## src/rtl/pci_arb_pkg.sv

```systemverilog
// Shared types and constants for the parametrised PCI bus arbiter.
package pci_arb_pkg;

    // Arbiter FSM states
    typedef enum logic [1:0] {
        StPark,
        StGrant,
        StBusy
    } arb_state_e;

    // Winner-selection policy encodings
    localparam logic MODE_FIXED = 1'b0;
    localparam logic MODE_RR    = 1'b1;

    // Width of the grant idle counter
    localparam int unsigned CNT_W = 8;

    // Ceiling log2, never smaller than 1 so a 2-master index still has a bit
    function automatic int unsigned clog2(input int unsigned value);
        int unsigned r;
        r = 1;
        for (int i = 1; i < 31; i++) begin
            if ((32'd1 << i) < value) begin
                r = i + 1;
            end
        end
        return r;
    endfunction

endpackage

```

## src/rtl/pci_arb_pick.sv

```systemverilog
// Combinational winner selection: fixed priority (highest index) or
// round-robin starting at a given pointer, with an exclusion mask.
module pci_arb_pick
    import pci_arb_pkg::*;
#(
    parameter int unsigned NUM_MASTERS = 5,
    parameter int unsigned IW          = 3
) (
    input  logic [NUM_MASTERS-1:0] req,
    input  logic [IW-1:0]          start,
    input  logic [NUM_MASTERS-1:0] excl,
    input  logic                   mode,
    output logic [NUM_MASTERS-1:0] win,
    output logic                   valid
);

    logic [NUM_MASTERS-1:0] cand;
    logic [NUM_MASTERS-1:0] rot_lo;
    logic [NUM_MASTERS-1:0] oh_lo;
    logic [NUM_MASTERS-1:0] win_rr;
    logic [NUM_MASTERS-1:0] win_fix;

    assign cand  = req & ~excl;
    assign valid = |cand;

    // Round-robin: rotate so 'start' lands at bit 0, take the lowest set bit, rotate back
    always_comb begin
        rot_lo = NUM_MASTERS'({cand, cand} >> start);
        oh_lo  = rot_lo & (~rot_lo + 1'b1);
        win_rr = NUM_MASTERS'(({oh_lo, oh_lo} << start) >> NUM_MASTERS);
    end

    // Fixed priority: the last (highest) candidate seen wins
    always_comb begin
        win_fix = '0;
        for (int i = 0; i < NUM_MASTERS; i++) begin
            if (cand[i]) begin
                win_fix    = '0;
                win_fix[i] = 1'b1;
            end
        end
    end

    assign win = (mode == MODE_RR) ? win_rr : win_fix;

endmodule

```

## src/rtl/pci_arbiter_param.sv

```systemverilog
// PCI REQ#/GNT# arbiter with parking, hidden arbitration, turnaround
// insertion between different grantees and a grant timeout.
module pci_arbiter_param
    import pci_arb_pkg::*;
#(
    parameter int unsigned NUM_MASTERS = 5,
    parameter int unsigned RR_MODE     = 0,
    parameter int unsigned PARK_EN     = 1,
    parameter int unsigned PARK_MASTER = 4,
    parameter int unsigned GNT_TIMEOUT = 16
) (
    input  logic                          clk,
    input  logic                          reset_n,
    input  logic [NUM_MASTERS-1:0]        req_n,
    input  logic                          frame_n,
    input  logic                          irdy_n,
    output logic [NUM_MASTERS-1:0]        gnt_n,
    output logic [clog2(NUM_MASTERS)-1:0] owner,
    output logic                          owner_valid,
    output logic                          timeout_pulse
);

    localparam int unsigned IW = clog2(NUM_MASTERS);
    localparam logic [IW-1:0] PARK_IDX = IW'(PARK_MASTER);
    localparam logic [IW-1:0] LAST_IDX = IW'(NUM_MASTERS - 1);
    localparam logic [CNT_W-1:0] TMO   = CNT_W'(GNT_TIMEOUT);
    localparam logic TMO_EN            = (GNT_TIMEOUT != 0);
    localparam logic MODE              = (RR_MODE != 0) ? MODE_RR : MODE_FIXED;
    localparam logic [NUM_MASTERS-1:0] PARK_OH =
        (PARK_EN != 0) ? (NUM_MASTERS'(1) << PARK_MASTER) : '0;

    arb_state_e             state_q;
    logic [NUM_MASTERS-1:0] gnt_q;      // active-high grant register
    logic [IW-1:0]          win_q;      // grant target while in StGrant
    logic [IW-1:0]          own_q;
    logic                   ov_q;
    logic [IW-1:0]          last_q;
    logic [CNT_W-1:0]       cnt_q;
    logic                   tmo_q;

    logic [NUM_MASTERS-1:0] req;
    logic [NUM_MASTERS-1:0] excl;
    logic [NUM_MASTERS-1:0] pick_oh;
    logic [NUM_MASTERS-1:0] win_oh;
    logic [NUM_MASTERS-1:0] own_oh;
    logic [NUM_MASTERS-1:0] want;
    logic [NUM_MASTERS-1:0] gnt_next;
    logic [IW-1:0]          pick_idx;
    logic [IW-1:0]          start;
    logic [CNT_W-1:0]       cnt_inc;
    logic                   pick_valid;
    logic                   bus_idle;
    logic                   park_start;
    logic                   tmo_hit;
    logic                   grant_rearb;

    assign req        = ~req_n;
    assign bus_idle   = frame_n & irdy_n;
    assign win_oh     = NUM_MASTERS'(1) << win_q;
    assign own_oh     = NUM_MASTERS'(1) << own_q;
    assign start      = (last_q == LAST_IDX) ? '0 : last_q + 1'b1;
    assign cnt_inc    = (cnt_q < TMO) ? cnt_q + 1'b1 : cnt_q;
    // The current owner (busy) or current target (grant) never competes with itself
    assign excl       = (state_q == StBusy)  ? own_oh :
                        (state_q == StGrant) ? win_oh : '0;
    // The parked master may start a transaction without requesting
    assign park_start = !frame_n && (PARK_EN != 0) && gnt_q[PARK_MASTER];
    assign tmo_hit    = TMO_EN && (state_q == StGrant) && bus_idle && gnt_q[win_q] &&
                        req[win_q] && (cnt_inc == TMO);
    assign grant_rearb = !req[win_q] || tmo_hit;

    pci_arb_pick #(
        .NUM_MASTERS(NUM_MASTERS),
        .IW         (IW)
    ) u_pick (
        .req  (req),
        .start(start),
        .excl (excl),
        .mode (MODE),
        .win  (pick_oh),
        .valid(pick_valid)
    );

    // One-hot winner to index
    always_comb begin
        pick_idx = '0;
        for (int i = 0; i < NUM_MASTERS; i++) begin
            if (pick_oh[i]) begin
                pick_idx = IW'(i);
            end
        end
    end

    // Desired grant this cycle; a change between two masters first passes through all-off
    always_comb begin
        want = gnt_q;
        unique case (state_q)
            StPark: begin
                want = (pick_valid && !park_start) ? pick_oh : PARK_OH;
            end
            StGrant: begin
                if (!frame_n || !grant_rearb) begin
                    want = win_oh;
                end else begin
                    want = pick_valid ? pick_oh : PARK_OH;
                end
            end
            StBusy: begin
                if (pick_valid) begin
                    want = pick_oh;
                end else if (req[own_q]) begin
                    want = own_oh;
                end else if (bus_idle) begin
                    want = PARK_OH;
                end
            end
            default: want = '0;
        endcase
        gnt_next = (tmo_hit || (gnt_q != '0 && want != gnt_q)) ? '0 : want;
    end

    // FSM: ownership tracking, grant target, idle counter and round-robin pointer
    always_ff @(posedge clk or negedge reset_n) begin
        if (!reset_n) begin
            state_q <= StPark;
            gnt_q   <= '0;
            win_q   <= '0;
            own_q   <= '0;
            ov_q    <= 1'b0;
            last_q  <= '0;
            cnt_q   <= '0;
            tmo_q   <= 1'b0;
        end else begin
            gnt_q <= gnt_next;
            tmo_q <= tmo_hit;
            unique case (state_q)
                StPark: begin
                    if (park_start) begin
                        state_q <= StBusy;
                        own_q   <= PARK_IDX;
                        ov_q    <= 1'b1;
                        last_q  <= PARK_IDX;
                    end else if (pick_valid) begin
                        state_q <= StGrant;
                        win_q   <= pick_idx;
                        cnt_q   <= '0;
                    end
                end
                StGrant: begin
                    if (!frame_n) begin
                        state_q <= StBusy;
                        own_q   <= win_q;
                        ov_q    <= 1'b1;
                        last_q  <= win_q;
                    end else if (grant_rearb) begin
                        cnt_q <= '0;
                        if (pick_valid) begin
                            win_q <= pick_idx;
                        end else begin
                            state_q <= StPark;
                        end
                    end else if (bus_idle && gnt_q[win_q]) begin
                        cnt_q <= cnt_inc;
                    end
                end
                StBusy: begin
                    if (bus_idle) begin
                        ov_q  <= 1'b0;
                        cnt_q <= '0;
                        if (pick_valid) begin
                            state_q <= StGrant;
                            win_q   <= pick_idx;
                        end else if (req[own_q]) begin
                            state_q <= StGrant;
                            win_q   <= own_q;
                        end else begin
                            state_q <= StPark;
                        end
                    end
                end
                default: state_q <= StPark;
            endcase
        end
    end

    assign gnt_n         = ~gnt_q;
    assign owner         = own_q;
    assign owner_valid   = ov_q;
    assign timeout_pulse = tmo_q;

endmodule
```

## config.mk

```make
export PLATFORM = sky130hd
export DESIGN_NAME = pci_arbiter_param
export DESIGN_NICKNAME = d
export VERILOG_FILES = /design/src/rtl/pci_arb_pkg.sv /design/src/rtl/pci_arb_pick.sv /design/src/rtl/pci_arbiter_param.sv
export SDC_FILE = /design/constraint.sdc
export NUM_CORES = 1
export LEC_CHECK = 0
export CAP_MARGIN = 20
export CORE_MARGIN = 2
export CORE_UTILIZATION = 47
export CTS_CLUSTER_SIZE = 10
export DETAILED_ROUTE_END_ITERATION = 8
export PLACE_DENSITY = 0.72
export SYNTH_ARGS = -nofsm -noshare
export SYNTH_HDL_FRONTEND = slang
export SYNTH_SLANG_ARGS = --single-unit
```

## constraint.sdc

```tcl
create_clock -name clk -period 5.2 [get_ports clk]
set_input_delay 1.04 -clock clk [delete_from_list [all_inputs] [get_ports clk]]
set_output_delay 1.04 -clock clk [all_outputs]
set_load 0.02 [all_outputs]
```

==> flow_metrics.tcl, run 1 <==
set metrics [dict create \
    dpl_cell_area_sq_um 2180 \
    grt_pass1_vias 1815 \
    htree_num_levels 1 \
    power.density_nw_per_um2 519 \
    synth_compound_area_share_pct 33.1 \
    io_buffers 18 \
    synth_xor_area_share_pct 1.32 \
    design_area_sq_um 2250 \
    rsz0062_at_grt "false" \
    ir_drop_mv 0.245 \
    die_w_um 69.0 \
    yosysSeqAreaShare_pct 29.0 \
    worstHoldPathType "reg -> reg" \
    setup_viol 0 \
    total_leakage_power_uw 0.000872 \
    hold_viol 0 \
    coreArea_sq_um 4030 \
    timing.fmax_ghz 0.264 \
    vias 1981 \
    place.gp.congestion 1.03 \
    max-slew-margin-rel_pct 35.5 \
    synth-seq-cells 23 \
    root_buffer "clkbuf_8" \
    yosys_warnings 0 \
    final.setup.worst_slack_ns 1.41 \
    clk_latency_ns 0.28 \
    drc 0 \
    antenna_found_initial 0 \
    min_period_ns 3.79 \
    synthMuxAreaShare_pct 4.29 \
    required_ns 5.42 \
    routedWlPerCell_um 17.5 \
    met1_length_um 2390 \
    cp-end-kind "register" \
    dr_wl_met2_um 2430 \
    route.top_layer_used "met4" \
    start_util_pct 49.2 \
    ys_async_sr_fraction_pct 100 \
    cts_made_buffers 3 \
    dp_slack_ns 1.28 \
    clkTransAtPathRegs_ns 0.09 \
    drv_slew 0 \
    diodes 0 \
    ys_types 63 \
    grt_pass1_wl_um 8800 \
    fin_crit_sh_pct 72.8 \
    ant_nets 0 \
    r2r-start "state_q[0]$_DFFE_PN0P_" \
    startpoint_type "register" \
    fin_cells 307 \
    die_h_um 69.0 \
    setup_tns_ns 0 \
    drt-initial-drc-count 248 \
    io_pins 19 \
    met3_length_um 471 \
    synth_top_family_by_area "compound AO/OA/AOI/OAI gates" \
    cts_resized 0 \
    worst_pin_slew_ns 0.954 \
    fillers 383 \
    grt.total_usage_pct 24.9 \
    tritoncts "yes" \
    hold_start "cnt_q[3]$_DFFE_PN0P_" \
    clock_skew_ns 0.00240 \
    dp_hpwl_um 3910 \
    synth-edff-count 0 \
    max-cap-violations 0 \
    outcome "completed" \
    clockBufferDepth 2 \
    crit_type "reg -> reg" \
    syn_nets 255 \
    grt_max_degree 24 \
    syn_inst 245 \
    viasPerCell 6.45 \
    num_rows 23 \
    synthFlopType "dfrtp_1" \
    crit_path_max_fanout 22 \
    drive_above_1_share_pct 7.78 \
    startpoint "state_q[0]$_DFFE_PN0P_" \
    cp_data_arrival_time_ns 4.01 \
    grt_overflow 0 \
    syn_to_final_growth_pct 13.2 \
    syn_area_per_cell_sq_um 8.09 \
    synth_simple_gate_area_share_pct 25.9 \
    first_pass_iters 5 \
    holdBufCountCts 0 \
    final_nets 268 \
    synthAdderAreaFrac_pct 0.631 \
    numClockSinks 23 \
    drt_wl_total_um 5380 \
    post_cts.repair.setup_buffers 0 \
    design.die.area_sq_um 4750 \
    syn_area_sq_um 1980 \
    dp.cells 302 \
]
==> per-stage QoR <==
stage | util [%] | power [uW] | hold WS [ns]
2_1_floorplan | - | 847 | 0.460
4_1_cts | 55.4 | 1150 | 0.519
3_3_place_gp | 54.2 | 1020 | 0.508
5_1_grt | 55.7 | 1260 | 0.542
3_5_place_dp | 54.2 | 1030 | 0.504
6_report | 55.7 | 1170 | 0.516
==> cells in the mapped netlist, types with 5 or more instances <==
library cell	n	share of area, %
o21a_1	5	1.9
clkbuf_1	7	1.3
o21ai_1	9	2.3
nor2b_1	6	1.9
nand2b_1	6	1.9
dfrtp_1	23	29
or3_1	5	1.6
nor2_1	16	3.0
nor3_1	5	1.3
a31oi_1	6	1.9
a21oi_1	15	3.8
inv_1	16	3.0
o21ai_0	11	2.8
nand3_1	7	1.8
nand2_1	20	3.8
==> cell families after synthesis <==
group,after synthesis
simple gates,93
compound gates,90
buf+inv,29
flops,23
mux,6
xor+xnor,3
fa+ha+maj,1
==> sequential cells by signal, indices dropped and copies added (netlist names) <==
name	cells
cnt_q	8
gnt_q	5
owner	3
owner_valid	1
state_q	2
timeout_pulse	1
win_q	3
==> path summary, 6_finish.rpt <==
path	slack [ns]	cells past startpoint	end
setup / recovery	1.41	10	gnt_q[1]$_DFF_PN0_
hold / removal	0.52	1	cnt_q[3]$_DFFE_PN0P_
setup reg to reg	1.41	10	gnt_q[1]$_DFF_PN0_
hold reg to reg	0.52	1	cnt_q[3]$_DFFE_PN0P_
max in group asynchronous	3.72	2	gnt_q[3]$_DFF_PN0_
min in group asynchronous	1.04	1	owner[1]$_DFFE_PN0P_
==> area by class of cell <==
cell class / instances / area, sq um / area share [%]
Sequential cell: 23 / 576 / 25.6
Tap cell: 50 / 62.6 / 2.79
Inverter: 17 / 63.8 / 2.84
Clock buffer: 3 / 41.3 / 1.84
Multi-Input combinational cell: 193 / 1290 / 57.7
Clock inverter: 1 / 5.00 / 0.223
Timing Repair Buffer: 20 / 203 / 9.03
==> placed cells by master (no fill, tap or decap), drive strengths merged, types with 3 or more instances in the layout <==
master	instances
dfrtp	23
nand2	20
nor2	20
o21ai	20
clkdlybuf4s50	18
inv	17
a21oi	15
nand3	7
nand2b	6
a31oi	6
nor2b	6
or3	6
nor3	5
o21a	5
and2	4
nor4bb	4
mux2i	4
a21o	4
o31a	3
nor3b	3
xnor2	3
a211oi	3
a32o	3
and3	3
clkbuf	3
o211ai	3
a32oi	3
o31ai	3
==> routing by layer <==
layer / vias up / global-route usage [%]
met5: - / 0
met2: 104 / 39.3
met1: 916 / 33.8
met3: 11 / 4.22
li1: 950 / -
met4: 0 / 9.80
==> worst max-delay path: stages (launching register included) <==
cell       delay, ns
dfrtp_1         0.78
nor2b_1         0.63
a221oi_1        0.19
buf_4           0.20
a211oi_1        0.50
nor4bb_1        0.56
nand2_1         0.10
o211ai_1        0.11
o2111ai_1       0.16
o31a_1          0.39
nor2_2          0.10
==> power breakdown <==
group | internal, uW | total, uW | switching [uW]
registers | 226 | 376 | 150
clock network | 53.9 | 121 | 67.0
logic | 287 | 670 | 383
Note: power is estimated with default switching activity, not from simulation.
==> run 2, diff against run 1 <==
==> constraint.sdc (replaced) <==
create_clock -name clk -period 3.7 [get_ports clk]
set_input_delay 0.74 -clock clk [delete_from_list [all_inputs] [get_ports clk]]
set_output_delay 0.74 -clock clk [all_outputs]
set_load 0.02 [all_outputs]
==> run 2 against run 1 <==
First-iteration DRC count decreased by 21%. Register-to-register slack got worse by 0.91 ns. Clock-buffer cell count unchanged. Sequential power increased by 30%. Worst setup slack got worse by 0.95 ns. Global-route usage increased by 0.11 points. Via count decreased by 0.15%. Critical path type is now in -> reg.
==> flow_metrics.tcl, run 2 (synthesized netlist as in run 1, its figures left out) <==
set metrics [dict create \
    viasPerCell 6.20 \
    drv_slew 0 \
    coreArea_sq_um 4030 \
    diodes 0 \
    min_period_ns 3.24 \
    crit_type "in -> reg" \
    io_buffers 18 \
    ir_drop_mv 0.356 \
    grt_pass1_vias 1816 \
    worst_pin_slew_ns 0.632 \
    setup_tns_ns 0 \
    cts_made_buffers 3 \
    timing.fmax_ghz 0.308 \
    dpl_cell_area_sq_um 2270 \
    die_h_um 69.0 \
    clkTransAtPathRegs_ns 0.08 \
    biggestRegsByFlops "cnt_q (8), gnt_q (5)" \
    startpoint "req_n[1]" \
    grt.total_usage_pct 25.0 \
    crit_chain "clkdlybuf4s50_1, mux4_2, a21oi_1, buf_4, a2bb2oi_2, a32o_1, and3_1, o2111ai_1, o31a_1, nor2_2" \
    grt_pass1_wl_um 8780 \
    power.density_nw_per_um2 728 \
    post_cts.repair.setup_buffers 0 \
    drc 0 \
    tritoncts "yes" \
    start_util_pct 49.2 \
    htree_num_levels 1 \
    cp_data_arrival_time_ns 3.45 \
    slowest_delay_ns 0.49 \
    setup_viol 0 \
    crit_path_max_fanout 8 \
    startpoint_type "primary input" \
    layout_commonest_cell "dfrtp_1" \
    grt_overflow 0 \
    largest_reg_flops 8 \
    clockBufferDepth 2 \
    r2r-start "cnt_q[5]$_DFFE_PN0P_" \
    required_ns 3.91 \
    clock_skew_ns 0.00458 \
    io_pins 19 \
    ant_nets 0 \
    worstHoldPathType "reg -> reg" \
    dp_hpwl_um 3990 \
    largest-register "cnt_q" \
    routedWlPerCell_um 16.4 \
    clk_latency_ns 0.27 \
    crit_slowest_cell "clkdlybuf4s50_1" \
    design_area_sq_um 2350 \
    max-slew-margin-rel_pct 57.3 \
    first_pass_iters 4 \
    syn_to_final_growth_pct 18.4 \
    drt_wl_total_um 5240 \
    fillers 371 \
    holdBufCountCts 0 \
    critPathBufInv 2 \
    total_leakage_power_uw 0.000936 \
    root_buffer "clkbuf_8" \
    cp-end-kind "register" \
    vias 1978 \
    drive_above_1_share_pct 11.9 \
    final_nets 280 \
    design.die.area_sq_um 4750 \
    antenna_found_initial 0 \
    max-cap-violations 0 \
    final_cell_mix "23 x dfrtp_1, 20 x nand2_1, 18 x clkdlybuf4s50_1" \
    place.gp.congestion 1.00 \
    numClockSinks 23 \
    num_rows 23 \
    crit_family "compound AO/OA/AOI/OAI gates" \
    die_w_um 69.0 \
    fin_crit_sh_pct 87.6 \
    drt-initial-drc-count 197 \
    grt_max_degree 24 \
    outcome "completed" \
    hold_viol 0 \
    cts_resized 0 \
    hold_start "cnt_q[3]$_DFFE_PN0P_" \
    rsz0062_at_grt "false" \
]
-- run 2: cell count changes in the layout (fill, tap and decap cells not counted), sizes merged --
cell	delta
buf	+12
-- run 2: area by class of cell --
class	instances	area (sq um)	area share (%)
clock buffer	3	41.3	1.76
timing repair buffer	32	305	13.0
clock inverter	1	5.00	0.213
sequential	23	576	24.5
multi-input combinational	193	1290	55.1
inverter	17	63.8	2.72
tap	50	62.6	2.66
-- run 2: report_power, final --
| part | internal (uW) | leakage [uW] | switching, uW |
|---|---|---|---|
| sequential | 319 | 0.000301 | 171 |
| clock | 75.4 | 0.0000255 | 83.9 |
| combinational | 475 | 0.000609 | 585 |
-- run 2: final timing paths --
check | to | slack, ns | cells past startpoint
max | gnt_q[1]$_DFF_PN0_ | 0.46 | 10
max in group asynchronous | gnt_q[1]$_DFF_PN0_ | 2.51 | 2
min | cnt_q[3]$_DFFE_PN0P_ | 0.52 | 1
max reg2reg | gnt_q[1]$_DFF_PN0_ | 0.50 | 9
min reg2reg | cnt_q[3]$_DFFE_PN0P_ | 0.52 | 1
min in group asynchronous | owner[0]$_DFFE_PN0P_ | 0.76 | 1
-- run 2: stage by stage --
step                worst slack [ns]  hold slack [ns]  std cells  util (%)  total power [uW]
floorplan                      0.753            0.444        245         -              1190
global placement               0.242            0.507        314      56.5              1530
detailed placement             0.205            0.507        314      56.5              1540
CTS                            0.486            0.522        318      57.6              1700
global route                   0.246            0.549        319      58.3              1860
finish                         0.458            0.516        319      58.3              1710
-- run 2: per-layer routing --
metal / track usage [%] / vias up / wire (um)
li1: - / 975 / -
met1: 34.6 / 946 / 2510
met2: 39.7 / 45 / 2400
met3: 4.22 / 12 / 222
met4: 8.09 / 0 / 105
met5: 0 / - / 0
